<file path="config.mk">
export PLATFORM = sky130hd
export DESIGN_NAME = alu_req_arbiter
export DESIGN_NICKNAME = d
export VERILOG_FILES = /design/src/rtl/alu_req_arbiter_pkg.sv /design/src/rtl/alu_behavioral.sv /design/src/rtl/alu_req_arbiter.sv
export SDC_FILE = /design/constraint.sdc
export NUM_CORES = 1
export LEC_CHECK = 0
export ABC_AREA = 0
export CORE_ASPECT_RATIO = 0.75
export CORE_UTILIZATION = 45
export CTS_BUF_LIST = sky130_fd_sc_hd__clkbuf_8
export DETAILED_ROUTE_END_ITERATION = 8
export GPL_TIMING_DRIVEN = 0
export PLACE_DENSITY_LB_ADDON = 0.05
export REMOVE_ABC_BUFFERS = 1
export SLEW_MARGIN = 25
export SYNTH_ARGS = -nofsm -noshare
export SYNTH_HDL_FRONTEND = slang
export SYNTH_HIERARCHICAL = 1
export SYNTH_SLANG_ARGS = --single-unit
</file>
<file path="constraint.sdc">
create_clock -name i_clk -period 3.5 [get_ports i_clk]
set_input_delay 0.35 -clock i_clk [delete_from_list [all_inputs] [get_ports i_clk]]
set_output_delay 0.35 -clock i_clk [all_outputs]
set_load 0.02 [all_outputs]
</file>
<file path="src/rtl/alu_req_arbiter_pkg.sv">
// Shared definitions for the two-requester ALU arbiter.
//   - operand/opcode/result widths
//   - ALU opcode encodings and the highest legal opcode
//   - arbiter FSM state type
package alu_req_arbiter_pkg;

  localparam int unsigned OpW   = 4;
  localparam int unsigned CtrlW = 3;
  localparam int unsigned ResW  = 8;

  localparam logic [CtrlW-1:0] AluAdd   = 3'd0;
  localparam logic [CtrlW-1:0] AluSub   = 3'd1;
  localparam logic [CtrlW-1:0] AluMul   = 3'd2;
  localparam logic [CtrlW-1:0] AluNand  = 3'd3;
  localparam logic [CtrlW-1:0] AluNor   = 3'd4;
  localparam logic [CtrlW-1:0] AluOpMax = 3'd4;

  typedef enum logic [1:0] {
    StIdle = 2'd0,
    StExec = 2'd1,
    StResp = 2'd2
  } state_e;

endpackage

</file>
<file path="src/rtl/alu_behavioral.sv">
// Combinational 4-bit ALU.
//   op1_i, op2_i : 4-bit operands
//   ctrl_i       : opcode (ADD, SUB, MUL, NAND, NOR; 5..7 illegal)
//   res_o        : 8-bit result; logic ops and ADD/SUB use the low nibble only,
//                  MUL returns the full product, illegal opcodes return 0
module alu_behavioral
  import alu_req_arbiter_pkg::*;
(
  input  logic [OpW-1:0]   op1_i,
  input  logic [OpW-1:0]   op2_i,
  input  logic [CtrlW-1:0] ctrl_i,
  output logic [ResW-1:0]  res_o
);

  logic [OpW-1:0] nib;

  always_comb begin
    nib   = '0;
    res_o = '0;
    unique case (ctrl_i)
      AluAdd:  nib = op1_i + op2_i;
      AluSub:  nib = op1_i - op2_i;
      AluNand: nib = ~(op1_i & op2_i);
      AluNor:  nib = ~(op1_i | op2_i);
      default: nib = '0;
    endcase
    if (ctrl_i == AluMul) begin
      res_o = {4'b0, op1_i} * {4'b0, op2_i};
    end else begin
      res_o = {4'b0, nib};
    end
  end

endmodule

</file>
<file path="src/rtl/alu_req_arbiter.sv">
// Arbitrates two valid/ready command sources onto one shared ALU.
//   i_clk, i_rst         : clock and synchronous active-high reset
//   i_reqN_*             : requester N command (valid, op1, op2, ctrl)
//   o_reqN_ready         : requester N command accepted this cycle
//   o_resp_valid/i_resp_ready : result handshake
//   o_resp_id, o_resp_err, o_dat : tagged result, stable while o_resp_valid
//   o_busy               : a command is in flight
// One command at a time: IDLE (accept) -> EXEC (compute) -> RESP (hold result).
module alu_req_arbiter
  import alu_req_arbiter_pkg::*;
#(
  parameter int unsigned RR_EN  = 1,
  parameter int unsigned OP_W   = 4,
  parameter int unsigned CTRL_W = 3
) (
  input  logic              i_clk,
  input  logic              i_rst,
  input  logic              i_req0_valid,
  input  logic [OP_W-1:0]   i_req0_op1,
  input  logic [OP_W-1:0]   i_req0_op2,
  input  logic [CTRL_W-1:0] i_req0_ctrl,
  output logic              o_req0_ready,
  input  logic              i_req1_valid,
  input  logic [OP_W-1:0]   i_req1_op1,
  input  logic [OP_W-1:0]   i_req1_op2,
  input  logic [CTRL_W-1:0] i_req1_ctrl,
  output logic              o_req1_ready,
  output logic              o_resp_valid,
  input  logic              i_resp_ready,
  output logic              o_resp_id,
  output logic              o_resp_err,
  output logic [7:0]        o_dat,
  output logic              o_busy
);

  if (OP_W != OpW || CTRL_W != CtrlW) begin : g_width_check
    $error("alu_req_arbiter: OP_W must be 4 and CTRL_W must be 3");
  end

  state_e            state_q, state_d;
  logic              rr_ptr_q, rr_ptr_d;
  logic [OP_W-1:0]   op1_q, op1_d, op2_q, op2_d;
  logic [CTRL_W-1:0] ctrl_q, ctrl_d;
  logic              id_q, id_d;
  logic [ResW-1:0]   dat_q, dat_d;
  logic              err_q, err_d;
  logic [ResW-1:0]   alu_res;
  logic              grant_id;
  logic              accept;

  alu_behavioral u_alu (
    .op1_i  (op1_q),
    .op2_i  (op2_q),
    .ctrl_i (ctrl_q),
    .res_o  (alu_res)
  );

  // A lone requester always wins; contention goes to the pointer or to req0.
  always_comb begin
    grant_id = 1'b0;
    if (i_req0_valid && i_req1_valid) begin
      grant_id = (RR_EN != 0) ? rr_ptr_q : 1'b0;
    end else begin
      grant_id = i_req1_valid;
    end
  end

  always_comb begin
    state_d      = state_q;
    rr_ptr_d     = rr_ptr_q;
    op1_d        = op1_q;
    op2_d        = op2_q;
    ctrl_d       = ctrl_q;
    id_d         = id_q;
    dat_d        = dat_q;
    err_d        = err_q;
    accept       = 1'b0;
    o_req0_ready = 1'b0;
    o_req1_ready = 1'b0;
    o_resp_valid = 1'b0;
    unique case (state_q)
      StIdle: begin
        o_req0_ready = i_req0_valid & ~grant_id;
        o_req1_ready = i_req1_valid & grant_id;
        accept       = i_req0_valid | i_req1_valid;
        if (accept) begin
          op1_d    = grant_id ? i_req1_op1  : i_req0_op1;
          op2_d    = grant_id ? i_req1_op2  : i_req0_op2;
          ctrl_d   = grant_id ? i_req1_ctrl : i_req0_ctrl;
          id_d     = grant_id;
          rr_ptr_d = ~grant_id;
          state_d  = StExec;
        end
      end
      StExec: begin
        dat_d   = alu_res;
        err_d   = (ctrl_q > AluOpMax);
        state_d = StResp;
      end
      StResp: begin
        o_resp_valid = 1'b1;
        if (i_resp_ready) begin
          state_d = StIdle;
        end
      end
      default: state_d = StIdle;
    endcase
  end

  always_ff @(posedge i_clk) begin
    if (i_rst) begin
      state_q  <= StIdle;
      rr_ptr_q <= 1'b0;
      op1_q    <= '0;
      op2_q    <= '0;
      ctrl_q   <= '0;
      id_q     <= 1'b0;
      dat_q    <= '0;
      err_q    <= 1'b0;
    end else begin
      state_q  <= state_d;
      rr_ptr_q <= rr_ptr_d;
      op1_q    <= op1_d;
      op2_q    <= op2_d;
      ctrl_q   <= ctrl_d;
      id_q     <= id_d;
      dat_q    <= dat_d;
      err_q    <= err_d;
    end
  end

  assign o_resp_id  = id_q;
  assign o_resp_err = err_q;
  assign o_dat      = dat_q;
  assign o_busy     = (state_q != StIdle);

endmodule

</file>
==> results of run 1 <==
[cell usage in the layout (no fill, tap or decap), types with 7 or more instances in the layout]
| cell | instances |
|---|---|
| nand3_1 | 13 |
| o21ai_1 | 7 |
| clkdlybuf4s50_1 | 40 |
| inv_1 | 16 |
| a21oi_1 | 23 |
| nor2_1 | 12 |
| nand2_1 | 26 |
| o21ai_0 | 8 |
| dfxtp_1 | 24 |
| ha_1 | 18 |
[stage by stage]
stage / cell area [µm²] / hold WS [ps]
floorplan: 1823 / 419.1
global placement: 2292 / 441.9
detailed placement: 2292 / 447.3
CTS: 2364 / 459.0
global route: 2364 / 477.2
finish: 2364 / 456.6
[logic make-up (layout without fill, tap and decap cells)]
kind of cell               Yosys count  count (layout)  share of synthesized area, %
buffers and inverters               29              61                         7.133
muxes                                3               3                         1.717
DFF                                 24              24                         25.36
and+or+nand+nor                     90              90                         24.97
adders and majority gates           23              23                         17.17
xor gates and xnor gates             6               6                         2.775
AOI/OAI and AO/OA                   65              65                         20.87
[registers in the layout (all words and copies together) (netlist names)]
signal      count
ctrl_q          3
o_resp_id       1
o_resp_err      1
o_dat           8
op2_q           4
op1_q           4
rr_ptr_q        1
state_q         2
[how the worst min path moves through the flow]
stage          depth (start not counted)                    start                      end  slack (ps)
2_1_floorplan                          1                    i_rst    o_dat[0]$_SDFFE_PP0N_         420
3_3_place_gp                           2  o_resp_err$_SDFFE_PP0N_  o_resp_err$_SDFFE_PP0N_         440
3_5_place_dp                           2    o_dat[5]$_SDFFE_PP0N_    o_dat[5]$_SDFFE_PP0N_         450
4_1_cts                                2    o_dat[5]$_SDFFE_PP0N_    o_dat[5]$_SDFFE_PP0N_         460
5_1_grt                                2    o_dat[5]$_SDFFE_PP0N_    o_dat[5]$_SDFFE_PP0N_         480
6_report                               2    o_dat[5]$_SDFFE_PP0N_    o_dat[5]$_SDFFE_PP0N_         460
[cell usage after synthesis, types with 3 or more instances]
cell,count
nand4_1,5
ha_1,18
nand2_1,26
o21ai_0,8
buf_4,3
xor2_1,3
o22ai_1,3
nand3_1,13
inv_1,16
and2_1,5
nor3_1,5
xnor2_1,3
nor2b_1,3
clkbuf_1,4
a311oi_1,6
o21ai_1,7
buf_2,3
fa_1,5
dfxtp_1,24
a31oi_1,6
nand2b_1,5
a21oi_1,23
o21a_1,5
nor2_1,12
[layout make-up]
cell class                      count  area (µm²)  share of cell area (%)
Multi-Input combinational cell    187        1279                   54.10
Clock buffer                        3       41.29                   1.747
Sequential cell                    24       480.5                   20.33
Clock inverter                      1       30.03                   1.271
Timing Repair Buffer               40       400.4                   16.94
Inverter                           17       63.81                   2.700
Tap cell                           55       68.82                   2.912
[worst max-delay path, delay by kind of cell, from the launching register on]
| family | cells | cell delay, ps |
|---|---|---|
| fa+ha+maj | 3 | 1370 |
| flops | 1 | 490 |
| compound gates | 3 | 390 |
| simple gates | 4 | 760 |
| buf+inv | 1 | 60 |
[layer usage]
layer  part of all wire [%]  vias up  track usage (%)
li1                       -      916                -
met1                     55      799            33.49
met2                     41       39            31.89
met3                    3.4        4            3.307
met4                   0.69        0            4.121
met5                      0        -                0
[power groups by stage]
stage          logic [µW]  registers, µW  clock network (µW)
3_3_place_gp          311            347                   0
5_1_grt               357            346                 260
6_report              315            341                 239
3_5_place_dp          315            347                   0
2_1_floorplan         201            340                   0
4_1_cts               317            340                 245
==> summary.txt, run 1 <==
Run status
  – Run status: completed

Critical path
  – CP Data Arrival Time: 3330 ps
  – Critical-path top delay cell: fa_1
  – Critical path class: flip-flop to flip-flop
  – Critical Path Source Type: flip-flop
  – Crit. End Element: flip-flop
  – CP Data Required Time: 3680 ps
  – Worst r2r src: op2_q[3]$_SDFFE_PP0P_
  – Crit path to: o_dat[7]$_SDFFE_PP0N_
  – Reg-to-Reg End: o_dat[7]$_SDFFE_PP0N_
  – Worst reg-to-reg setup slack: 350 ps
  – Critical path origin: op2_q[3]$_SDFFE_PP0P_
  – Worst Path Max Fanout: 7
  – R2R depth: 11
  – CP Cell Sequence: nand2_1 -> fa_1 -> inv_1 -> fa_1 -> ha_1 -> a21o_1 -> a21oi_1 -> or4_1 -> nand3_1 -> nand2_1 -> a21oi_1
  – Max stage delay on crit path: 540 ps

STA
  – Setup TNS: 0 ps
  – Tmin final: 3146 ps
  – Hold violation count in the final report: 0
  – Max Freq: 0.3179 GHz
  – Max-slew violation count: 0
  – Final WS setup: 354.5 ps
  – Unrepaired setup endpoints after global routing: false
  – Final setup viols: 0
  – Post-route clock period utilization: 89.87%
  – Setup Skew: 3.331 ps
  – Slew @ Worst Pin: 891.5 ps
  – Worst slew margin: 40.38%

Final layout
  – Synthesis-to-layout area growth: 24.77%
  – # diodes: 0
  – Share of cells above drive strength 1: 4.779%
  – Fin cells: 327
  – Filler cell count: 410
  – Final core utilization: 58.30%
  – Final net count: 323

Global routing
  – Gr ovfl total: 0
  – Vias in the first global route: 1,580
  – Pin count of the biggest net entering global routing: 25
  – Global-route wire length before repair: 7721 µm
  – Total Routing Usage GR: 21.76%
  – Initial antenna violation count: 0

Floorplanning
  – Initial core utilization: 46.73%
  – Placeable Area: 4054 µm²
  – Die height: 58.19 µm
  – Total die area: 4476 µm²
  – Die Wd: 76.92 µm
  – Cell Rows: 20
  – # IOs: 41

Place
  – Placement Setup Slack: 357.8 ps
  – Port bufs: 40
  – RePlAce Congestion: 0.8028
  – Estimated wirelength of the detail-placed design: 3350 µm
  – DP Cell Count: 323

Clock network
  – Clk_lat worst skew: 260 ps
  – PostCTS Resize Cnt: 0
  – Clk sinks: 24
  – Max Root-Sink Buffers: 2
  – CTS clock-pin slew for the worst setup and hold paths: 80 ps
  – CTS tree: done
  – H-tree Lvls: 1
  – CTS root buf: clkbuf_8
  – Hold_buf cts: 0
  – Number of buffers created by CTS: 3
  – Post-CTS setup buffers: 0

Yosys
  – Synth area leaders: dfxtp_1, ha_1, a21oi_1, fa_1, nand2_1
  – Yosys top cell area share: 25.36%
  – YS warnings: 6
  – Async SR Flop Fraction: 0%
  – FF+latch count, synth: 24
  – Netlist cell types: 46
  – Synthesized area per cell: 7.893 µm²
  – Seq/Total Area, Yosys: 25.36%
  – Area leader, netlist: dfxtp_1
  – Synthesized area: 1894 µm²
  – Ys flop type: dfxtp_1
  – EDFF count, synth: 0
  – Post-Syn Instances: 240

Route
  – First-pass DRT Iterations: 4
  – Vias: 1,758
  – Routed wire per std cell: 13.74 µm
  – Iteration-0 DRC Markers: 82
  – Post-route DRC: 0
  – Final ANT Viol Nets: 0
  – Vias/cell: 5.376
  – Final WL: 4493 µm

Pwr
  – Max rail drop VDD: 0.0002239 V
  – Power Density: 378.9 nW/µm²
  – Tot Pwr: 895.5 µW
  – Clock share of power: 26.7%
  – Psw: 295.9 µW
  – Logic gate share of total power: 35.2%
  – Leakage power: 0.0009520 µW
  – Seq pwr share: 38.1%
  – Int Pwr: 599.6 µW
  – Sw Ratio: 33.05%

Job
  – Max_cap viols: 0

Worst hold path
  – Min-delay worst type: flip-flop to flip-flop
(Power assumes the default switching activity.)
==> run 2, diff against run 1 <==
Settings changed: CAP_MARGIN from default to 5, CORE_UTILIZATION 45 to 53, RECOVER_POWER from default to 25.
==> summary.txt, run 2 (synthesized netlist as in run 1, its figures left out) <==
Critical path
  – Critical path origin: op2_q[3]$_SDFFE_PP0P_
  – Critical-path top delay cell: fa_1
  – R2R depth: 11
  – CP Data Required Time: 3690 ps
  – Reg-to-Reg End: o_dat[7]$_SDFFE_PP0N_
  – CP Cell Sequence: nand2_1 -> fa_1 -> inv_1 -> fa_1 -> ha_1 -> a21o_1 -> a21oi_1 -> or4_1 -> nand3_1 -> nand2_1 -> a21oi_1
  – Crit. End Element: flip-flop
  – Top cell family by delay on the critical path: adder cells
  – Worst Path Max Fanout: 7
  – Max stage delay on crit path: 550 ps
  – Worst r2r src: op2_q[3]$_SDFFE_PP0P_
  – Critical path class: flip-flop to flip-flop
  – Critical Path Source Type: flip-flop
  – CP Data Arrival Time: 3340 ps
  – Buf+Inv Stages, Crit Path: 1
  – Worst reg-to-reg setup slack: 360 ps

Pwr
  – Logic gate share of total power: 35.1%
  – Power Density: 381.3 nW/µm²
  – Max rail drop VDD: 0.0002808 V
  – Seq pwr share: 37.9%
  – Clock share of power: 27.0%
  – Int Pwr: 598.0 µW
  – Sw Ratio: 33.11%
  – Psw: 296.0 µW
  – Leakage power: 0.0009726 µW

Floorplanning
  – Initial core utilization: 56.45%
  – # IOs: 41
  – Cell Rows: 18
  – Placeable Area: 3356 µm²
  – Total die area: 3820 µm²
  – Die Wd: 71.04 µm
  – Die height: 53.78 µm

Job
  – Max_cap viols: 0

Clock network
  – Post-CTS setup buffers: 0
  – CTS tree: done
  – Hold_buf cts: 0
  – Clk sinks: 24
  – PostCTS Resize Cnt: 0
  – Max Root-Sink Buffers: 2
  – Number of buffers created by CTS: 3
  – H-tree Lvls: 1
  – CTS clock-pin slew for the worst setup and hold paths: 90 ps
  – Clk_lat worst skew: 260 ps
  – CTS root buf: clkbuf_8

Final layout
  – Largest register FFs: 8
  – Final net count: 323
  – Synthesis-to-layout area growth: 23.78%
  – Multi-input logic area: 1279 µm²
  – Fin cells: 312
  – Commonest non-fill, non-tap cells in the layout: clkdlybuf4s50_1, nand2_1, dfxtp_1, a21oi_1, ha_1
  – Commonest non-fill, non-tap cell in the layout: clkdlybuf4s50_1
  – Register Area: 480.5 µm²
  – # diodes: 0
  – Cell area after layout: 2345 µm²
  – Filler cell count: 284
  – Share of cells above drive strength 1: 4.779%

Worst hold path
  – Hold Crit Depth: 2
  – HP Start: o_dat[6]$_SDFFE_PP0N_
  – Min-Delay Endpoint: o_dat[6]$_SDFFE_PP0N_
  – Min-delay worst type: flip-flop to flip-flop

Run status
  – Run status: finished with violations
  – Failing checks: DRC

Global routing
  – Gr ovfl total: 0
  – Pin count of the biggest net entering global routing: 25
  – Initial antenna violation count: 0
  – Vias in the first global route: 1,523
  – Global-route wire length before repair: 7293 µm
  – Total Routing Usage GR: 24.37%

Place
  – Estimated wirelength of the detail-placed design: 3338 µm
  – DP Cell Count: 308
  – RePlAce Congestion: 0.8861
  – Dpl cell area: 2273 µm²
  – Port bufs: 40

Route
  – First-pass DRT Iterations: 6
  – Vias: 1,791
  – Vias/cell: 5.740
  – Routed wire per std cell: 13.96 µm
  – Post-route DRC: 3
  – Iteration-0 DRC Markers: 147
  – Final WL: 4355 µm
  – Final ANT Viol Nets: 0

STA
  – Max Freq: 0.3181 GHz
  – Worst slew margin: 44.08%
  – Unrepaired setup endpoints after global routing: false
  – Final hold slack: 454.8 ps
  – Slew @ Worst Pin: 836.1 ps
  – Setup TNS: 0 ps
  – Post-route clock period utilization: 89.81%
  – Max-slew violation count: 0
  – Setup Skew: 6.742 ps
  – Hold violation count in the final report: 0
  – Tmin final: 3144 ps
  – Final setup viols: 0
==> run 2: per-layer routing <==
layer	GRT usage (%)	routed length (µm)	vias up
met5	0	0	-
li1	-	-	916
met4	3.333	17	0
met2	39.58	1931	53
met3	3.371	216	2
met1	35.54	2190	820
==> run 2: final cells by class <==
cell class / instances / area share, %
Timing Repair Buffer: 40 / 17.08
Inverter: 17 / 2.721
Multi-Input combinational cell: 187 / 54.54
Tap cell: 40 / 2.134
Clock inverter: 1 / 1.281
Clock buffer: 3 / 1.761
Sequential cell: 24 / 20.49
==> run 2: per-stage QoR <==
stage	setup slack, ps	util [%]	total power (µW)
after floorplan	680.1	-	540.9
after global placement	433.4	67.75	651.7
after detailed placement	356.6	67.75	658.4
after CTS	332.7	69.87	894.3
after global routing	163.1	69.87	949.2
final	356.5	69.87	894.1
==> run 2: worst max-delay path by stage <==
| stage | slack [ps] | depth (start not counted) | to |
|---|---|---|---|
| after floorplan | 680 | 11 | o_dat[7]$_SDFFE_PP0N_ |
| after global placement | 430 | 11 | o_dat[7]$_SDFFE_PP0N_ |
| after detailed placement | 360 | 11 | o_dat[7]$_SDFFE_PP0N_ |
| after CTS | 330 | 11 | o_dat[7]$_SDFFE_PP0N_ |
| after global routing | 160 | 11 | o_dat[7]$_SDFFE_PP0N_ |
| final | 360 | 11 | o_dat[7]$_SDFFE_PP0N_ |
==> run 2: tightest hold or removal path: cells and delay by family (launching register included) <==
family | cells | cell delay (ps)
DFF | 1 | 320
and+or+nand+nor | 1 | 50
AOI/OAI and AO/OA | 1 | 50
==> run 2: power by group through the flow <==
stage                     Combinational [µW]  Clock (µW)  Sequential, µW
after floorplan                          201           0             340
after global placement                   306           0             345
after CTS                                315         240             339
final                                    314         241             339
after global routing                     351         253             345
after detailed placement                 313           0             346
